File: config.mk
export PLATFORM = sky130hd
export DESIGN_NAME = uart_rx_frame
export DESIGN_NICKNAME = d
export VERILOG_FILES = /design/src/rtl/uart_rx_frame_pkg.sv /design/src/rtl/uart_rx_sync.sv /design/src/rtl/uart_rx_frame.sv
export SDC_FILE = /design/constraint.sdc
export NUM_CORES = 1
export LEC_CHECK = 0
export ABC_AREA = 0
export BUFFER_PORTS_ARGS = -buffer_cell sky130_fd_sc_hd__buf_2
export CAP_MARGIN = 20
export CORE_MARGIN = 8
export CORE_UTILIZATION = 55
export CTS_CLUSTER_DIAMETER = 150
export DETAILED_ROUTE_END_ITERATION = 10
export PLACE_DENSITY = 0.75
export SLEW_MARGIN = 10
export SYNTH_ARGS = -nofsm -noshare
export SYNTH_HDL_FRONTEND = slang
export SYNTH_HIERARCHICAL = 1
export SYNTH_SLANG_ARGS = --single-unit
File: constraint.sdc
create_clock -name clk -period 2.3 [get_ports clk]
set_clock_uncertainty 0.1 [all_clocks]
set_input_delay 0.115 -clock clk [delete_from_list [all_inputs] [get_ports clk]]
set_output_delay 0.115 -clock clk [all_outputs]
set_load 0.05 [all_outputs]
File: src/rtl/uart_rx_frame_pkg.sv
// Shared definitions for the UART receive path.
// Holds the clock and baud constants that the baud-rate generator and the
// receive framer must agree on, the receive FSM state encoding and the
// default frame/synchroniser parameters.
package uart_rx_frame_pkg;

    localparam int CLK_FREQ_HZ     = 1_000_000;
    localparam int BAUD_RATE       = 62_500;
    localparam int BAUD_DIV        = CLK_FREQ_HZ / BAUD_RATE;
    localparam int BAUD_HALF       = BAUD_DIV / 2;

    localparam int DATA_BITS_DEF   = 8;
    localparam int SYNC_STAGES_DEF = 2;

    typedef enum logic [1:0] {
        RX_IDLE  = 2'd0,
        RX_START = 2'd1,
        RX_DATA  = 2'd2,
        RX_STOP  = 2'd3
    } rx_state_t;

endpackage

File: src/rtl/uart_rx_sync.sv
// Metastability synchroniser and falling-edge detector for the serial line.
// Ports:
//   clk   - system clock
//   rst   - asynchronous active-low reset
//   rxd   - raw serial input, asynchronous to clk, idle high
//   rxd_s - synchronised line level
//   fall  - high for one cycle when the synchronised line goes 1 -> 0
module uart_rx_sync
    import uart_rx_frame_pkg::*;
#(
    parameter int SYNC_STAGES = SYNC_STAGES_DEF
) (
    input  logic clk,
    input  logic rst,
    input  logic rxd,
    output logic rxd_s,
    output logic fall
);

    logic [SYNC_STAGES-1:0] sync_q;
    logic                   hist_q;

    // Reset to the idle level: a line already low at reset release then
    // looks like a fresh falling edge and starts a frame.
    always_ff @(posedge clk or negedge rst) begin
        if (!rst) begin
            sync_q <= '1;
            hist_q <= 1'b1;
        end else begin
            sync_q <= {sync_q[SYNC_STAGES-2:0], rxd};
            hist_q <= sync_q[SYNC_STAGES-1];
        end
    end

    assign rxd_s = sync_q[SYNC_STAGES-1];
    assign fall  = hist_q & ~rxd_s;

endmodule

File: src/rtl/uart_rx_frame.sv
// Receive framer for one 8N1 frame, LSB first.
// Detects the start edge, holds bps_start high so the baud-rate generator
// issues mid-bit bps_hf strobes, shifts the data bits in and publishes the
// byte with a one-cycle rx_done strobe (frame_err alongside if stop bit = 0).
// Ports:
//   clk, rst   - system clock, asynchronous active-low reset
//   rxd        - raw serial line
//   bps_hf     - mid-bit sample strobe from the baud-rate generator
//   bps_start  - run request to the baud-rate generator, high for the frame
//   rx_data    - last received byte, held until the next completed frame
//   rx_done    - one-cycle strobe, rx_data valid in the same cycle
//   frame_err  - one-cycle strobe with rx_done when the stop bit sampled 0
//   rx_busy    - high whenever the FSM is not idle
//
// state    | meaning
// RX_IDLE  | waiting for a falling edge, strobes ignored
// RX_START | waiting for the start-bit sample, 1 means false start
// RX_DATA  | shifting in DATA_BITS samples
// RX_STOP  | waiting for the stop-bit sample, then publish
module uart_rx_frame
    import uart_rx_frame_pkg::*;
#(
    parameter int DATA_BITS   = DATA_BITS_DEF,
    parameter int SYNC_STAGES = SYNC_STAGES_DEF
) (
    input  logic                 clk,
    input  logic                 rst,
    input  logic                 rxd,
    input  logic                 bps_hf,
    output logic                 bps_start,
    output logic [DATA_BITS-1:0] rx_data,
    output logic                 rx_done,
    output logic                 frame_err,
    output logic                 rx_busy
);

    localparam int CNT_W = (DATA_BITS > 1) ? $clog2(DATA_BITS) : 1;
    localparam logic [CNT_W-1:0] CNT_LAST = CNT_W'(DATA_BITS - 1);

    rx_state_t            state_q, state_d;
    logic [CNT_W-1:0]     bit_cnt_q;
    logic [DATA_BITS-1:0] shift_q;
    logic                 rxd_s, fall;
    logic                 cnt_clr, shift_en, load_en;

    uart_rx_sync #(
        .SYNC_STAGES(SYNC_STAGES)
    ) u_sync (
        .clk  (clk),
        .rst  (rst),
        .rxd  (rxd),
        .rxd_s(rxd_s),
        .fall (fall)
    );

    always_ff @(posedge clk or negedge rst) begin
        if (!rst) state_q <= RX_IDLE;
        else      state_q <= state_d;
    end

    always_comb begin
        state_d  = state_q;
        cnt_clr  = 1'b0;
        shift_en = 1'b0;
        load_en  = 1'b0;
        case (state_q)
            RX_IDLE: begin
                if (fall) begin
                    state_d = RX_START;
                    cnt_clr = 1'b1;
                end
            end
            RX_START: begin
                if (bps_hf) state_d = rxd_s ? RX_IDLE : RX_DATA;
            end
            RX_DATA: begin
                if (bps_hf) begin
                    shift_en = 1'b1;
                    if (bit_cnt_q == CNT_LAST) state_d = RX_STOP;
                end
            end
            RX_STOP: begin
                if (bps_hf) begin
                    load_en = 1'b1;
                    state_d = RX_IDLE;
                end
            end
            default: state_d = RX_IDLE;
        endcase
    end

    // Publish and error flag are registered, so they land in the first idle
    // cycle, where a new start edge may already be accepted.
    always_ff @(posedge clk or negedge rst) begin
        if (!rst) begin
            bit_cnt_q <= '0;
            shift_q   <= '0;
            rx_data   <= '0;
            rx_done   <= 1'b0;
            frame_err <= 1'b0;
        end else begin
            rx_done   <= load_en;
            frame_err <= load_en & ~rxd_s;
            if (cnt_clr)       bit_cnt_q <= '0;
            else if (shift_en) bit_cnt_q <= bit_cnt_q + 1'b1;
            if (shift_en) shift_q <= {rxd_s, shift_q[DATA_BITS-1:1]};
            if (load_en)  rx_data <= shift_q;
        end
    end

    assign bps_start = (state_q != RX_IDLE);
    assign rx_busy   = (state_q != RX_IDLE);

endmodule

==> flow_summary.ini <==
[outcome]
outcome = finished, final reports clean

[floorplanning]
rows = 16
initial_core_util_pct = 56.9
dieArea_mm2 = 0.00364
dieWidth_um = 60.4
die_h_um = 60.4
ios = 16
placeableCoreArea_mm2 = 0.00190

[worst_setup_path]
slowest_delay_ns = 0.58
ff2ff_path_depth = 2
crit_slowest_cell = dfrtp_1
worstPathMaxFanout = 15
path_cells = or2_2 > buf_2
crit_family = flip-flops
end_kind = output pin
r2r-end = rx_data[2]
path_buf_inv = 1
cp-start-kind = flip-flop
cp.arrival_ns = 1.49
reg2reg_slack_ns = 0.84
critPathRequiredTime_ns = 2.09
crit_type = reg -> out

[layout]
nFillCells = 148
fin_util_pct = 64.0
drive_gt1_share_pct = 46.2
n_antenna_cell = 0
syn_to_final_growth_pct = 12.5
fin_nets = 98

[routing]
final_antenna_net_count = 0
drc = 0
finalWirelength_mm = 1.75
vias_per_cell = 5.10
wl_per_cell_um = 14.8
vias = 602
drtIter0Drc = 11
drtPass1Iterations = 4

[timing]
setup-tns-final_ns = 0
relSlewSlack_pct = 62.5
hold_viol = 0
worst_slew_pin_slew_ns = 0.562
min_period_ns = 1.70
maxSlewViolCount = 0
post-route-period-util_pct = 74.0
finalSetupViolations = 0
rsz0062_at_grt = no
clock.fmax_mhz = 588

[hold_path]
min-delay-start = bps_hf
hp-class = in -> reg
hold_path_end = frame_err
min_path_cells = 3

[yosys]
yosysMostFrequentCell = dfrtp_1
syn_area_mm2 = 0.00108
synth_edf_count = 0
synth_top_area_share_pct = 53.2
synth_largest_area_cell = dfrtp_1
synthTopCellsByCount = dfrtp_1 (23), mux2_2 (16), inv_1 (4)
avgSynthCellArea_um2 = 14.8
synth_nets = 79
synth_cells = 73
seq_area_frac_synth_pct = 60.5
synthFlopType = dfrtp_1
synth_cell_type_count = 22
ys_warn_count = 6
async_flop_share_pct = 100
ys_ff_latch = 26
synth_top_cells_by_area = dfrtp_1 (53%), mux2_2 (17%), dfstp_2 (7.3%)

[grt]
antenna_found_initial = 0
gr-usage-met1_pct = 13.7
grtUsageTotal_pct = 10.6
grt_overflow = 0
grt_pass1_wl_mm = 2.76
grtUsageMet3_pct = 2.54
first_global_vias = 578
global_route.usage.met2_pct = 15.7
grt_max_degree = 27
grt.busiest_layer = met2

[power_and_ir_drop]
peakVddDrop_mv = 0.827
p_per_area_mw_per_mm2 = 1320
power_leakage_uw = 0.000629

[placed_design]
dp_hpwl_mm = 1.25
io_buffers = 15
gp_congestion = 0.762

[clock_tree]
clock_tree.buffer_depth = 2
cts_made_buffers = 3
root_buffer = clkbuf_4
clk_pin_slew_ns = 0.13
cts_tree = built
cts-htree-levels = 1
cts_resized = 0
cts_sinks = 26
insertion_delay_ns = 0.31

[run]
cap_violations = 0
how the worst max path moves through the flow:
stage | startpoint | endpoint | slack, ns | cells after the start
final | flip-flop | rx_busy | 0.60 | 2
after global routing | flip-flop | bps_start | 0.52 | 2
after CTS | flip-flop | rx_busy | 0.60 | 2
after detailed placement | flip-flop | rx_data[3] | 0.85 | 2
after global placement | bit_cnt_q[0] | state_q[0] | 0.88 | 4
after floorplan | flip-flop | rx_busy | 0.79 | 3
stage by stage:
step	setup slack [ns]	cell area, um^2	instances	total power (uW)	hold slack, ns
finish	0.599	1220	118	1600	0.0748
global route	0.521	1220	118	1700	0.0815
CTS	0.597	1220	118	1620	0.0727
detailed placement	0.847	1170	112	1430	0.0351
global placement	0.883	1170	112	1400	0.0281
floorplan	0.788	1080	73	1290	-0.281
sequential cells by signal, summed over array words and instances, names as in the netlist, named ones only:
name           cells
bit_cnt_q          3
frame_err          1
rx_data            8
rx_done            1
shift_q            8
state_q            1
u_sync/hist_q      1
u_sync/sync_q      2
cell families after synthesis:
logic type,share of synthesized area [%]
AOI/OAI and AO/OA,4.86
adders and majority gates,2.31
buffers and inverters,3.24
DFF,60.5
muxes,16.6
and+or+nand+nor,12.5
layout make-up:
| cell class | instances | area (um^2) | area share [%] |
|---|---|---|---|
| Multi-Input combinational cell | 40 | 393 | 32.3 |
| Sequential cell | 26 | 654 | 53.8 |
| Timing Repair Buffer | 17 | 95.1 | 7.81 |
| Clock buffer | 4 | 26.3 | 2.16 |
| Inverter | 4 | 15.0 | 1.23 |
| Tap cell | 27 | 33.8 | 2.77 |
tightest hold or removal path, stage by stage:
cell     delay (ns)
buf_2          0.17
nand2_1        0.12
nor3b_1        0.06
placed cells by master, fill, tap and decap left out, types with 2 or more instances in the layout:
cell type and count:
nand3b_1 3, nand2_1 3, clkbuf_4 3, nand2b_1 2, buf_2 15, dfstp_2 3
dlygate4sd3_1 2, dfrtp_1 23, o221ai_1 3, mux2_2 16, inv_1 4, ha_1 2
where the power goes:
group | internal, uW | leakage (uW) | switching, uW
logic | 247 | 0.000279 | 419
clock network | 67.8 | 0.0000150 | 125
registers | 605 | 0.000335 | 140
metal layers:
layer	up-vias	routed length (um)
met5	-	0
met4	0	36
met3	5	55
met2	12	850
met1	294	808
li1	291	-
timing repair:
action | CTS | global route
hold buffers | 2 | 0
setup buffers | 0 | 0
endpoints found under the hold margin | 24 | 0
Note: power is estimated with default switching activity, not from simulation.
